`src/rtl/mips_defs.sv`:
```
// Shared MIPS encoding constants and field helpers for fetch, queue and decode.
package mips_defs;
  localparam logic [5:0]  OP_J     = 6'h02;
  localparam logic [5:0]  OP_JAL   = 6'h03;
  localparam logic [31:0] RESET_PC = 32'h0040_0000;

  localparam int OPC_HI = 31;
  localparam int OPC_LO = 26;
  localparam int TGT_HI = 25;
  localparam int TGT_LO = 0;

  // Only the plain J form is flagged; JAL also writes a link register and is left to decode.
  function automatic logic is_j_op(input logic [31:0] inst);
    return inst[OPC_HI:OPC_LO] == OP_J;
  endfunction
endpackage

```
`src/rtl/fq_predecode.sv`:
```
// Combinational jump pre-decode: flags J opcodes, forms pc+4 and the pseudo-direct target.
// Zero latency, no state; shared between the fetch queue head and decode.
module fq_predecode
  import mips_defs::*;
(
  input  logic [31:0] inst_i,
  input  logic [31:0] pc_i,
  output logic        is_jump_o,
  output logic [31:0] pc_plus4_o,
  output logic [31:0] jump_addr_o
);

  assign is_jump_o   = is_j_op(inst_i);
  assign pc_plus4_o  = pc_i + 32'd4;
  assign jump_addr_o = {pc_plus4_o[31:28], inst_i[TGT_HI:TGT_LO], 2'b00};

endmodule

```
`src/rtl/fetch_queue.sv`:
```
// Show-ahead prefetch FIFO between fetch and decode; push-to-output latency is one cycle.
// Accepts only when not full (independent of out_ready); flush discards everything.
module fetch_queue
  import mips_defs::*;
#(
  parameter int DEPTH = 4,
  parameter int PTR_W = 2
) (
  input  logic             clock,
  input  logic             reset_n,
  input  logic             in_valid,
  output logic             in_ready,
  input  logic [31:0]      in_pc,
  input  logic [31:0]      in_inst,
  input  logic             flush,
  output logic             out_valid,
  input  logic             out_ready,
  output logic [31:0]      out_pc,
  output logic [31:0]      out_inst,
  output logic [31:0]      out_pc_plus4,
  output logic             out_is_jump,
  output logic [31:0]      out_jump_addr,
  output logic [PTR_W:0]   count
);

  localparam logic [PTR_W:0]   CNT_FULL = (PTR_W+1)'(DEPTH);
  localparam logic [PTR_W-1:0] PTR_ONE  = PTR_W'(1);
  localparam logic [PTR_W:0]   CNT_ONE  = (PTR_W+1)'(1);

  logic [PTR_W-1:0] wr_ptr_q, wr_ptr_d;
  logic [PTR_W-1:0] rd_ptr_q, rd_ptr_d;
  logic [PTR_W:0]   count_q, count_d;

  logic [31:0]      pc_q   [DEPTH];
  logic [31:0]      inst_q [DEPTH];
  logic [DEPTH-1:0] jump_q;

  logic push, pop, head_vld;
  logic [31:0] hd_pc, hd_inst, hd_pc_plus4, hd_jump_addr;
  logic hd_is_jump;

  // Full is a registered-count decision, so a pop in the same cycle never frees a slot early.
  assign in_ready = (count_q != CNT_FULL);
  assign head_vld = (count_q != '0);
  assign push     = in_valid && in_ready && !flush;
  assign pop      = head_vld && out_ready && !flush;

  always_comb begin
    wr_ptr_d = wr_ptr_q;
    rd_ptr_d = rd_ptr_q;
    count_d  = count_q;
    if (flush) begin
      wr_ptr_d = '0;
      rd_ptr_d = '0;
      count_d  = '0;
    end else begin
      if (push) wr_ptr_d = wr_ptr_q + PTR_ONE;
      if (pop)  rd_ptr_d = rd_ptr_q + PTR_ONE;
      unique case ({push, pop})
        2'b10:   count_d = count_q + CNT_ONE;
        2'b01:   count_d = count_q - CNT_ONE;
        default: count_d = count_q;
      endcase
    end
  end

  always_ff @(posedge clock or negedge reset_n) begin
    if (!reset_n) begin
      wr_ptr_q <= '0;
      rd_ptr_q <= '0;
      count_q  <= '0;
    end else begin
      wr_ptr_q <= wr_ptr_d;
      rd_ptr_q <= rd_ptr_d;
      count_q  <= count_d;
    end
  end

  // Entry payload needs no reset: validity is carried entirely by count_q.
  always_ff @(posedge clock) begin
    if (push) begin
      pc_q[wr_ptr_q]   <= in_pc;
      inst_q[wr_ptr_q] <= in_inst;
      jump_q[wr_ptr_q] <= is_j_op(in_inst);
    end
  end

  assign hd_pc   = pc_q[rd_ptr_q];
  assign hd_inst = inst_q[rd_ptr_q];

  fq_predecode u_head_predecode (
    .inst_i      (hd_inst),
    .pc_i        (hd_pc),
    .is_jump_o   (hd_is_jump),
    .pc_plus4_o  (hd_pc_plus4),
    .jump_addr_o (hd_jump_addr)
  );

  // The flag captured at enqueue must match a fresh decode of the stored word.
  always_comb begin
    if (head_vld) assert (hd_is_jump == jump_q[rd_ptr_q]);
  end

  assign out_valid     = head_vld;
  assign out_pc        = head_vld ? hd_pc        : 32'h0;
  assign out_inst      = head_vld ? hd_inst      : 32'h0;
  assign out_pc_plus4  = head_vld ? hd_pc_plus4  : 32'h0;
  assign out_jump_addr = head_vld ? hd_jump_addr : 32'h0;
  assign out_is_jump   = head_vld && jump_q[rd_ptr_q];
  assign count         = count_q;

endmodule

```
`config.mk`:
```
export PLATFORM = sky130hd
export DESIGN_NAME = fetch_queue
export DESIGN_NICKNAME = d
export VERILOG_FILES = /design/src/rtl/mips_defs.sv /design/src/rtl/fq_predecode.sv /design/src/rtl/fetch_queue.sv
export SDC_FILE = /design/constraint.sdc
export NUM_CORES = 1
export LEC_CHECK = 0
export BUFFER_PORTS_ARGS = -buffer_cell sky130_fd_sc_hd__buf_4
export CORE_ASPECT_RATIO = 2
export CORE_MARGIN = 10
export CORE_UTILIZATION = 50
export CTS_BUF_LIST = sky130_fd_sc_hd__clkbuf_8
export CTS_CLUSTER_SIZE = 10
export DETAILED_ROUTE_END_ITERATION = 8
export PLACE_DENSITY = 0.81
export SYNTH_ARGS = -nofsm -noshare
export SYNTH_HDL_FRONTEND = slang
export SYNTH_SLANG_ARGS = --single-unit
```
`constraint.sdc`:
```
create_clock -name clock -period 3.6 [get_ports clock]
set_clock_uncertainty 0.1 [all_clocks]
set_input_delay 0.54 -clock clock [delete_from_list [all_inputs] [get_ports clock]]
set_output_delay 0.54 -clock clock [all_outputs]
set_load 0.005 [all_outputs]
```
==> results.md <==
Status:
- The flow ran to the end, but the final reports show violations.
- The final reports fail on setup timing.

Clocking:
- Clock tree synthesis found a total of roughly 270 sinks.
- TritonCTS built the clock tree.
- Buffers inserted during clock tree synthesis total 37.
- The later pin in the worst-skew pair is clocked with a latency of roughly 0.52 ns.
- The longest clock path from root to sink contains 3 buffers.
- The clock transition at the registers of the reported paths is ~0.060 ns.
- The H-tree was split into 2 levels.
- The library cell used as clock root buffer is clkbuf_8.

Routing:
- The detailed-route vias per instance is ~5.6.
- The average wire length per cell after detail routing is 23.5 um.
- In this run, the number of DRC markers left after iteration 0 of detailed routing was between 300 and 400.
- In this run the remaining antenna-violating nets after routing total 0.
- The residual DRC count is 0.
- The first detailed-routing pass took 5 iterations.
- The routed layout has between 6000 and 7000 vias.
- Summed over all layers, the routed wires come to roughly 27 mm.

Global routing:
- In this run the most used layer during global routing was met2.
- After global routing the overflow that remains totals 0.
- The global routing met3 resource utilization is under 10%.
- The via count of the first global-routing pass is roughly 7000.
- Across every metal layer, demand over resource in global routing totals between 10% and 20%.
- The number of antenna violations at the first check in global routing is 2.
- For this run, global-route usage on met1 was measured as about 17%.
- The first-pass GRT wire length is approximately 40 mm.
- Entering global routing, the biggest net connects 66 pins.
- The routing usage on met2 is 33.0%.

Timing:
- The final max-slew violation count is 0.
- In the finished design, the share of the clock period the worst path needs comes to 107%.
- Setup slack on the critical path of the routed design comes to -0.238 ns.
- Timing would allow up to 261 MHz.
- Setup violations remaining at the end of the flow were counted as 14.
- The number of hold-slack violations in the final timing report is 0.
- Setup repair after global routing could not meet its margin everywhere.
- At the pin with the least slew margin, the transition time is roughly 0.61 ns.
- The post-route minimum period is 3.84 ns.
- In this run the tightest slew margin relative to its limit is between 50 and 60%.

Worst setup path:
- In this run the worst setup path begins at rd_ptr_q[0].
- The type of the worst setup path is reg2out.
- STA classifies the critical path startpoint as a flip-flop.
- The largest individual stage delay along the critical path comes from the cell dfrtp_4.
- The reg2reg setup slack is roughly 1.1 ns.
- The destination of the worst register-to-register timing path is inst_q[3][25].
- The largest delay contributor family on the critical path is simple AND/OR/NAND/NOR gates.
- STA puts the critical path data required time at between 2 and 3 ns.
- The endpoint of the worst setup timing path is out_pc_plus4[25].
- Data on the critical path arrives at its endpoint at between 3 and 4 ns.
- The most prevalent standard cell on the critical path is buf_4.
- Of all nets on the critical path, the largest fanout is 9.
- The count of buffering cells on the critical path with inverters included is 2.
- The number of cells traversed by the worst register-to-register path is 5.
- The critical path's largest stage delay is 0.58 ns.
- Walking the worst path, the cells encountered are buf_4, mux4_2, nand3_2, or4_4, nor3_2, mux2_2, buf_4.
- The startpoint identified for the worst register-to-register timing path is count[0].
- The cell count along the critical path is 7.
- The critical path capture point type is an output pin.

Synth:
- After technology mapping, the gate count stands at about 620.
- The number of enable-type register cells in the synthesized netlist is 260.
- The synthesized design devotes to its leading area cell type slightly below 70% of total area.
- The share of async-settable or async-resettable flops after synthesis is 2.62%.
- Of the synthesized area, sequential elements account for between 60% and 70%.
- The mean cell area of the mapped netlist is ~18 sq um.
- In the synthesized netlist, the cells that appear most often are edfxtp_1, and2_1, mux4_2.
- The cell with the most instances after synthesis is edfxtp_1.
- In this run, distinct cell masters in the synthesized netlist total 52.
- The library cell with the largest summed area after synthesis is edfxtp_1.
- The number of storage elements in the synthesis netlist is around 270.
- The most used flip-flop cell after synthesis is edfxtp_1.
- Ranked by total cell area, the synthesized netlist is headed by edfxtp_1, mux4_2, and2_1, mux4_1, buf_4.
- The yosys synthesis warning count is 0.
- The mapped cell area is ~0.011 sq mm.

Cells and area:
- In the final design database the tool counted 923 nets.
- In the final layout, the share of cells above drive strength 1 is 46.9%.
- The layout filler cell count is about 1600.
- Cells fill approximately 62% of the core in the end.
- The signed area change from the synthesized netlist to the final layout is 23.1%.

Floorplan:
- The initial utilization of the core area, before any placement, comes to between 50% and 60%.
- After floorplanning, the core was divided into just under 80 placement rows.
- For this design the top-level I/O count stands at roughly 200.
- The area enclosed by the die boundary is about 0.030 sq mm.
- The area of the core is 0.0226 sq mm.
- The width of the die is roughly 130 um.
- The die outline height is about 230 um.

Power and ir drop:
- Combinational logic is responsible for between 40% and 50% of the overall power.
- The relative contribution of the clock network to total power is around 20%.
- The internal power of the cells is a little over 7000 uW.
- The total power divided by cell area is 739 mW/mm^2.
- The analysis attributes to cell leakage a power of ~0.0051 uW.
- The reported net switching power is between 3000 and 4000 uW.
- The switching share of total power is around a third.
- In this run, flip-flops and latches consume a little over a third of the power.
- Across the VDD grid, the largest voltage drop is between 0.4 and 0.5 mV.

Placed design:
- The number of input and output port buffers inserted is 200.
- The global placer's final weighted congestion is between 0.8 and 0.9.
- The sum of net half-perimeters after detailed placement is between 15 and 20 mm.
- Prior to clock tree synthesis, the placed netlist has a worst setup slack of around 0.11 ns.

Run:
- The max-cap check violation count is 0.

Min path:
- The min-delay analysis places its worst path in the category in2reg.
- The cell depth of the worst hold path is 1.
power groups by stage:
stage | clock network [uW] | registers (uW) | logic (uW)
detailed placement | 0 | 3810 | 4300
global placement | 0 | 3800 | 4250
floorplan | 0 | 3770 | 2490
global route | 2280 | 3770 | 4950
CTS | 2140 | 3740 | 4420
finish | 2090 | 3750 | 4610
stage by stage:
| step | hold slack, ns | TNS (ns) | area, sq um | power, uW | cells |
|---|---|---|---|---|---|
| 6_report | 0.110 | -1.18 | 14100 | 10400 | 1154 |
| 3_3_place_gp | 0.260 | 0 | 13100 | 8050 | 1060 |
| 5_1_grt | 0.0844 | -2.41 | 14100 | 11000 | 1154 |
| 4_1_cts | 0.0725 | -2.32 | 13800 | 10300 | 1134 |
| 2_1_floorplan | 0.144 | 0 | 11500 | 6250 | 623 |
| 3_5_place_dp | 0.262 | 0 | 13100 | 8110 | 1060 |
sequential cells by signal (all words and copies together), names as in the netlist:
signal    flops
count         3
inst_q      128
jump_q        4
pc_q        128
rd_ptr_q      2
wr_ptr_q      2
repair_timing:
item,4_1_cts,5_1_grt
hold buffers,1,0
setup endpoints to repair,22,23
setup buffers,10,16
pin swaps,1,7
cloned,0,2
gates resized for setup,16,36
endpoints found under the hold margin,7,0
worst min-delay path by stage:
stage,from,end
2_1_floorplan,reset_n,count[0]
6_report,in_inst[11],inst_q[0][11]
3_3_place_gp,reset_n,count[0]
3_5_place_dp,reset_n,count[0]
5_1_grt,in_pc[25],pc_q[1][25]
4_1_cts,in_inst[11],inst_q[2][11]
kinds of logic (layout without fill, tap and decap cells):
logic type,after synthesis,in the layout,share of synthesized area (%)
buf+inv,66,315,4.22
compound gates,22,22,1.14
fa+ha+maj,6,6,0.720
xor+xnor,16,16,1.22
simple gates,170,170,8.99
other cells,1,4,0.0327
flops,267,267,69.6
mux,74,74,14.1
routing by layer:
metal | up-vias | routed length (um) | part of all wire, %
met2 | 259 | 15500 | 57
met3 | 57 | 1570 | 5.8
li1 | 2871 | - | -
met4 | 0 | 927 | 3.4
met1 | 3327 | 9130 | 34
met5 | - | 0 | 0
cell type report:
class	instances	area [sq um]	share of cell area (%)
Clock buffer	41	564	3.99
Tap cell	280	350	2.48
Multi-Input combinational cell	290	3130	22.1
Clock inverter	22	91.3	0.647
Timing Repair Buffer	248	1980	14.0
Sequential cell	267	7990	56.5
Antenna cell	2	5.00	0.0354
Inverter	4	15.0	0.106
cell usage in the layout (no fill, tap or decap), types with 6 or more instances in the layout:
cell type	Yosys	routed
a21oi_2	0	6
nand3_1	11	7
xor2_1	8	8
and2_1	69	64
mux4_2	50	62
nor2_1	31	30
nand3_2	4	6
xnor2_1	8	8
nand2_1	12	12
buf_4	34	236
nand4_1	6	6
clkbuf_8	4	41
inv_1	4	16
edfxtp_1	260	260
mux2_2	5	6
worst reg2reg max path: stages (launching register included):
cell,delay (ns)
dfrtp_1,0.49
or3b_2,0.24
nand2_1,0.11
nor2_1,0.24
and2_4,0.58
buf_4,0.43
Power figures use the tool's default switching activity.
